==> config.mk <==
export PLATFORM = sky130hd
export DESIGN_NAME = tinytpu_mm_serial
export DESIGN_NICKNAME = d
export VERILOG_FILES = /design/src/rtl/tinytpu_mm_serial.sv
export SDC_FILE = /design/constraint.sdc
export NUM_CORES = 1
export LEC_CHECK = 0
export CORE_MARGIN = 5
export CORE_UTILIZATION = 50
export CTS_CLUSTER_SIZE = 14
export DETAILED_ROUTE_END_ITERATION = 10
export PLACE_DENSITY = 0.66
export SYNTH_ARGS = -nofsm -noshare
export SYNTH_HDL_FRONTEND = slang
export SYNTH_SLANG_ARGS = --single-unit
export TNS_END_PERCENT = 20
==> constraint.sdc <==
create_clock -name clk -period 21.3 [get_ports clk]
set_input_delay 2.13 -clock clk [delete_from_list [all_inputs] [get_ports clk]]
set_output_delay 2.13 -clock clk [all_outputs]
set_load 0.01 [all_outputs]
==> src/rtl/tinytpu_mm_serial.sv <==
// tinytpu_mm_serial: serial-load N x N matrix-multiply core (Z = X*Y or Z += X*Y).
// Operands arrive LANES bits per beat, row-major, LSB lanes first; the result
// leaves the same way with tx_ready marking each valid beat.
// Optional build macro: TINYTPU_SIGNED_EN selects two's-complement operands
// (sign-extended products); when undefined, operands are unsigned.
module tinytpu_mm_serial #(
    parameter int D_W   = 8,
    parameter int N     = 2,
    parameter int LANES = 1,
    parameter int ACC_W = 20
) (
    input  logic             clk,
    input  logic             rst,
    input  logic [LANES-1:0] data_in_x,
    input  logic [LANES-1:0] data_in_y,
    input  logic             load_en,
    input  logic             init,
    output logic [LANES-1:0] data_out_z,
    output logic             tx_ready,
    output logic             busy
);

    localparam int BPE   = D_W / LANES;
    localparam int L     = N * N * BPE;
    localparam int S     = N * N * ACC_W / LANES;
    localparam int LD_W  = $clog2(L);
    localparam int SH_W  = $clog2(S);
    localparam int IX_W  = $clog2(N);
    localparam int XW    = N * N * D_W;
    localparam int AW    = N * N * ACC_W;
    localparam int XI_W  = $clog2(XW);
    localparam int AI_W  = $clog2(AW);

    typedef enum logic [1:0] {
        ST_IDLE    = 2'd0,
        ST_LOAD    = 2'd1,
        ST_COMPUTE = 2'd2,
        ST_SHIFT   = 2'd3
    } state_t;

    state_t            state_q, state_d;
    logic [LD_W-1:0]   load_cnt_q, load_cnt_d;
    logic [SH_W-1:0]   shift_cnt_q, shift_cnt_d;
    logic [IX_W-1:0]   i_q, i_d, j_q, j_d, k_q, k_d;
    // Operand and accumulator files are flat row-major vectors, element 0 in
    // the low bits, so a serial beat index maps directly to a bit offset.
    logic [XW-1:0]     x_q, x_d, y_q, y_d;
    logic [AW-1:0]     acc_q, acc_d;
    logic [LANES-1:0]  data_out_z_q, data_out_z_d;
    logic              tx_ready_q, tx_ready_d;
    logic              busy_q, busy_d;

    logic [XI_W-1:0]   ld_base_s, x_base_s, y_base_s;
    logic [AI_W-1:0]   acc_base_s, z_base_s;
    logic [D_W-1:0]    x_el_s, y_el_s;
    logic [2*D_W-1:0]  prod_s;
    logic [ACC_W-1:0]  prod_ext_s;

    // MAC datapath: operand selection for the current (i, j, k) and product extension.
    always_comb begin
        ld_base_s  = XI_W'(int'(load_cnt_q) * LANES);
        x_base_s   = XI_W'((int'(i_q) * N + int'(k_q)) * D_W);
        y_base_s   = XI_W'((int'(k_q) * N + int'(j_q)) * D_W);
        acc_base_s = AI_W'((int'(i_q) * N + int'(j_q)) * ACC_W);
        x_el_s     = x_q[x_base_s +: D_W];
        y_el_s     = y_q[y_base_s +: D_W];
`ifdef TINYTPU_SIGNED_EN
        prod_s     = $signed(x_el_s) * $signed(y_el_s);
        prod_ext_s = ACC_W'($signed(prod_s));
`else
        prod_s     = x_el_s * y_el_s;
        prod_ext_s = ACC_W'(prod_s);
`endif
    end

    // Next-state, counters, register files and registered-output values.
    always_comb begin
        state_d     = state_q;
        load_cnt_d  = load_cnt_q;
        shift_cnt_d = shift_cnt_q;
        i_d         = i_q;
        j_d         = j_q;
        k_d         = k_q;
        x_d         = x_q;
        y_d         = y_q;
        acc_d       = acc_q;
        case (state_q)
            ST_IDLE: begin
                if (init) begin
                    acc_d = '0;
                end else begin
                    acc_d = acc_q;
                end
                // Beat 0 is captured in IDLE itself; load_cnt_q is 0 here.
                if (load_en) begin
                    x_d[ld_base_s +: LANES] = data_in_x;
                    y_d[ld_base_s +: LANES] = data_in_y;
                    load_cnt_d              = LD_W'(1);
                    state_d                 = ST_LOAD;
                end else begin
                    state_d = ST_IDLE;
                end
            end
            ST_LOAD: begin
                if (load_en) begin
                    x_d[ld_base_s +: LANES] = data_in_x;
                    y_d[ld_base_s +: LANES] = data_in_y;
                    if (load_cnt_q == LD_W'(L - 1)) begin
                        load_cnt_d = '0;
                        i_d        = '0;
                        j_d        = '0;
                        k_d        = '0;
                        state_d    = ST_COMPUTE;
                    end else begin
                        load_cnt_d = load_cnt_q + LD_W'(1);
                    end
                end else begin
                    load_cnt_d = load_cnt_q;
                end
            end
            ST_COMPUTE: begin
                acc_d[acc_base_s +: ACC_W] = acc_q[acc_base_s +: ACC_W] + prod_ext_s;
                if (k_q == IX_W'(N - 1)) begin
                    k_d = '0;
                    if (j_q == IX_W'(N - 1)) begin
                        j_d = '0;
                        if (i_q == IX_W'(N - 1)) begin
                            i_d         = '0;
                            shift_cnt_d = '0;
                            state_d     = ST_SHIFT;
                        end else begin
                            i_d = i_q + IX_W'(1);
                        end
                    end else begin
                        j_d = j_q + IX_W'(1);
                    end
                end else begin
                    k_d = k_q + IX_W'(1);
                end
            end
            ST_SHIFT: begin
                if (shift_cnt_q == SH_W'(S - 1)) begin
                    shift_cnt_d = '0;
                    state_d     = ST_IDLE;
                end else begin
                    shift_cnt_d = shift_cnt_q + SH_W'(1);
                end
            end
            default: begin
                state_d = ST_IDLE;
            end
        endcase

        // Outputs are registered, so they are derived from the next state; the
        // first shift beat uses acc_d so it already includes the final MAC.
        z_base_s   = AI_W'(int'(shift_cnt_d) * LANES);
        tx_ready_d = (state_d == ST_SHIFT);
        busy_d     = (state_d == ST_COMPUTE) || (state_d == ST_SHIFT);
        if (state_d == ST_SHIFT) begin
            data_out_z_d = acc_d[z_base_s +: LANES];
        end else begin
            data_out_z_d = '0;
        end
    end

    // State, file and output registers with synchronous reset.
    always_ff @(posedge clk) begin
        if (rst) begin
            state_q      <= ST_IDLE;
            load_cnt_q   <= '0;
            shift_cnt_q  <= '0;
            i_q          <= '0;
            j_q          <= '0;
            k_q          <= '0;
            x_q          <= '0;
            y_q          <= '0;
            acc_q        <= '0;
            data_out_z_q <= '0;
            tx_ready_q   <= 1'b0;
            busy_q       <= 1'b0;
        end else begin
            state_q      <= state_d;
            load_cnt_q   <= load_cnt_d;
            shift_cnt_q  <= shift_cnt_d;
            i_q          <= i_d;
            j_q          <= j_d;
            k_q          <= k_d;
            x_q          <= x_d;
            y_q          <= y_d;
            acc_q        <= acc_d;
            data_out_z_q <= data_out_z_d;
            tx_ready_q   <= tx_ready_d;
            busy_q       <= busy_d;
        end
    end

    assign data_out_z = data_out_z_q;
    assign tx_ready   = tx_ready_q;
    assign busy       = busy_q;

endmodule

==> qor.log <==
INFO  yosys          postSynthRegisterBits=164
INFO  clock_network  postCtsSetupRepairBufs=0
INFO  outcome        run_status=finished with violations
INFO  final_layout   area_growth=6.09%
INFO  critical_path  cp.required=21.62ns
INFO  power_and_ir_drop cellLeakagePower=5.29nW
INFO  yosys          ys_async_sr_fraction=0
INFO  place          area_after_dpl=13500squm
INFO  yosys          sequential_share_of_the_synthesized_area=0.247
INFO  die            initial_core_util=0.509
INFO  timing         rsz0062_at_grt=false
INFO  power_and_ir_drop worst_ir_drop_vdd=0.0714mV
INFO  clock_network  clock_latency_on_the_worst_skew_pair=0.44ns
INFO  yosys          syn_area=13300squm
INFO  critical_path  critPathMaxStageDelay=0.69ns
INFO  die            floorplan.die_area=30000squm
INFO  final_layout   num_antenna_cells=0
INFO  timing         fin_crit=8.19ns
INFO  critical_path  worstRegToRegCells=21
INFO  critical_path  r2r_slack=13.11ns
INFO  critical_path  path_common_cell=fa_1
INFO  outcome        violated_checks=max-capacitance violations, max-slew violations
INFO  critical_path  data_arrival_time_of_the_critical_path=8.51ns
INFO  global_routing via_count_of_the_first_global_routing_pass=12.6k
INFO  final_layout   final_nets=1708
INFO  drt            first_iter_violations=2284
INFO  die            num_rows=59
INFO  critical_path  slowest_stage=mux4_2
INFO  clock_network  cts_root_buffer=clkbuf_16
INFO  final_layout   finalInstanceArea=14100squm
INFO  clock_network  tritoncts.num_buffers=17
INFO  drt            antenna_left=0
INFO  yosys          yosys_warnings=0
INFO  critical_path  setup.worst_path.end_class=flop
INFO  final_layout   multi_input_area=9170squm
INFO  hold_path      holdPathStages=2
INFO  die            floorplan.core_area=26100squm
INFO  place          hpwl=36.1mm
INFO  drt            drtPass1Iterations=8
INFO  die            i_o_pins=9
INFO  final_layout   layout.filler_cells=2481
INFO  timing         worstMarginPinSlew=1.58ns
INFO  power_and_ir_drop power.density=46.5nW/um^2
INFO  die            die_boundary_height=173um
INFO  timing         final_sum_of_negative_setup_slack=0ns
INFO  critical_path  worstPathCellList=buf_4 -> mux4_2 -> and2_1 -> fa_1 -> fa_1 -> fa_1 -> inv_1 -> fa_1 -> inv_1 -> ha_1 -> nand4_2 -> o22ai_1 -> o31ai_1 -> nor3b_1 -> or2_1 -> o22ai_4 -> a221oi_1 -> a211oi_1 -> o311ai_0 -> a21o_1 -> o211ai_1
INFO  yosys          synth.avg_cell_area=8.03squm
INFO  global_routing gr-total-overflow=0
INFO  drt            detail_route.drc_violations=0
INFO  clock_network  numClockSinks=164
INFO  drt            drt_wl_total=49.1mm
INFO  final_layout   drive_above_1_share=0.0949
INFO  clock_network  htreeDepth=4
INFO  yosys          yosys_most_used_dff=dfxtp_1
INFO  place          gp_routability_congestion=1.05
INFO  yosys          mappedNetlistNets=1765
INFO  timing         finalClockSkew=0.0181ns
INFO  yosys          synth_unique_cells=103
INFO  timing         max_clock_freq=0.122GHz
INFO  drt            post_drt_via_cell_ratio=6.80
INFO  clock_network  tritoncts=built
INFO  global_routing grt_antenna_before_repair=2
INFO  critical_path  worst-path-max-fanout=48
INFO  place          io_buffer_count=8
INFO  yosys          synth-edff-count=0
INFO  clock_network  cts_buffer_depth=2
INFO  place          place_worst_setup_slack=13.30ns
INFO  critical_path  critical_path.startpoint_type=flop
INFO  yosys          syn-instance-count=1656
INFO  job            drv_cap=1
INFO  global_routing maximum_number_of_pins_on_one_net_before_global_route_repair=90
INFO  hold_path      min-delay-path-class=flop to flop
INFO  clock_network  postCtsHoldBufs=0
INFO  critical_path  criticalPathCategory=flop to flop
INFO  final_layout   final-seq-area=3290squm
INFO  die            chipWidth=173um
INFO  clock_network  cts-resized-gates=0
INFO  timing         finalHoldViolations=0
INFO  drt            route.vias.total=13.2k
INFO  global_routing grt_first_pass_wirelength=75.8mm
INFO  timing         timing.final.setup_violations=0
INFO  global_routing grt_usage=0.320
INFO  timing         slew_headroom=-0.0628
INFO  drt            avgRoutedWirePerCell=25.2um
INFO  timing         post-route-worst-setup-slack=13.11ns
INFO  timing         period_share=0.385
INFO  clock_network  clk_pin_slew_worst_paths=0.08ns
INFO  timing         finalMaxSlewViolations=5
critical path, delay by kind of cell (launching register included):
kind                     cells  cell delay (ns)
AO/OA/AOI/OAI                8             1.88
flip-flops                   1             0.64
buffers and inverters        3             0.75
AND/OR/NAND/NOR              4             1.57
multiplexers                 1             0.69
adder cells (fa/ha/maj)      5             2.53
report_power, final:
| part | leakage, nW | internal (mW) | total, mW | switching (mW) |
|---|---|---|---|---|
| clock | 0.295 | 0.160 | 0.320 | 0.160 |
| combinational | 3.67 | 0.00574 | 0.0281 | 0.0224 |
| sequential | 1.32 | 0.307 | 0.308 | 0.00158 |
state kept, by name, summed over array words and instances, names as in the netlist:
register / flops
acc_q: 80
busy: 1
data_out_z: 1
i_q: 1
j_q: 1
k_q: 1
load_cnt_q: 5
shift_cnt_q: 7
state_q: 2
tx_ready: 1
x_q: 32
y_q: 32
metrics by stage:
stage	power [mW]	hold slack [ns]	utilization	std cells
2_1_floorplan	0.334	0.433	-	1656
3_3_place_gp	0.342	0.447	0.517	1915
3_5_place_dp	0.343	0.455	0.517	1915
4_1_cts	0.656	0.467	0.540	1947
5_1_grt	0.673	0.484	0.540	1947
6_report	0.656	0.465	0.540	1947
cell families (layout without fill, tap and decap cells):
group / count (synthesis) / after routing / share of synthesized area
adders and majority gates: 103 / 103 / 0.125
xor gates and xnor gates: 11 / 11 / 0.00724
buffers and inverters: 209 / 165 / 0.0646
DFF: 164 / 164 / 0.247
muxes: 74 / 74 / 0.0902
and+or+nand+nor: 646 / 646 / 0.226
AOI/OAI and AO/OA: 449 / 449 / 0.240
cell usage after synthesis (14+ instances only):
master,count,area share
nand3_1,55,0.021
and3_1,15,0.0071
nand2_1,179,0.051
a21oi_1,114,0.043
a22oi_1,39,0.022
buf_2,18,0.0068
fa_1,50,0.075
nor2_1,212,0.060
o211ai_1,20,0.011
a21o_1,15,0.0085
dfxtp_1,164,0.25
a221oi_1,14,0.0092
nor2b_1,19,0.0089
nor3_1,47,0.018
and2_1,45,0.021
a211oi_1,19,0.011
mux2i_1,34,0.026
mux4_2,36,0.061
inv_1,100,0.028
ha_1,53,0.050
clkbuf_1,71,0.020
o21ai_0,79,0.030
cell type report:
| cell class | count | share of cell area |
|---|---|---|
| multi-input combinational | 1283 | 0.650 |
| sequential | 164 | 0.233 |
| clock buffer | 17 | 0.0302 |
| tap | 335 | 0.0297 |
| inverter | 102 | 0.0271 |
| timing repair buffer | 31 | 0.0177 |
| clock inverter | 15 | 0.0124 |
final timing paths:
check / start / endpoint
worst max-delay path: j_q / data_out_z
worst min-delay path: x_q[28] / x_q[28]
worst max register to register: j_q / data_out_z
worst min register to register: x_q[28] / x_q[28]
layer usage:
layer	wire, um	global-route usage
met5	22	0
met4	2140	0.120
met3	5910	0.0886
met2	20500	0.463
met1	20600	0.457
cell usage in the layout, fill, tap and decap left out, types with 14 or more instances in the layout:
| master | n |
|---|---|
| nor2_1 | 212 |
| nand2_1 | 179 |
| dfxtp_1 | 162 |
| a21oi_1 | 113 |
| inv_1 | 100 |
| o21ai_0 | 77 |
| nand3_1 | 55 |
| ha_1 | 53 |
| fa_1 | 50 |
| nor3_1 | 47 |
| and2_1 | 45 |
| a22oi_1 | 39 |
| mux4_2 | 36 |
| mux2i_1 | 34 |
| buf_4 | 24 |
| o211ai_1 | 20 |
| nor2b_1 | 19 |
| a211oi_1 | 19 |
| clkbuf_16 | 17 |
| and3_1 | 15 |
| a21o_1 | 15 |
| a221oi_1 | 14 |
Power figures use the tool's default switching activity.
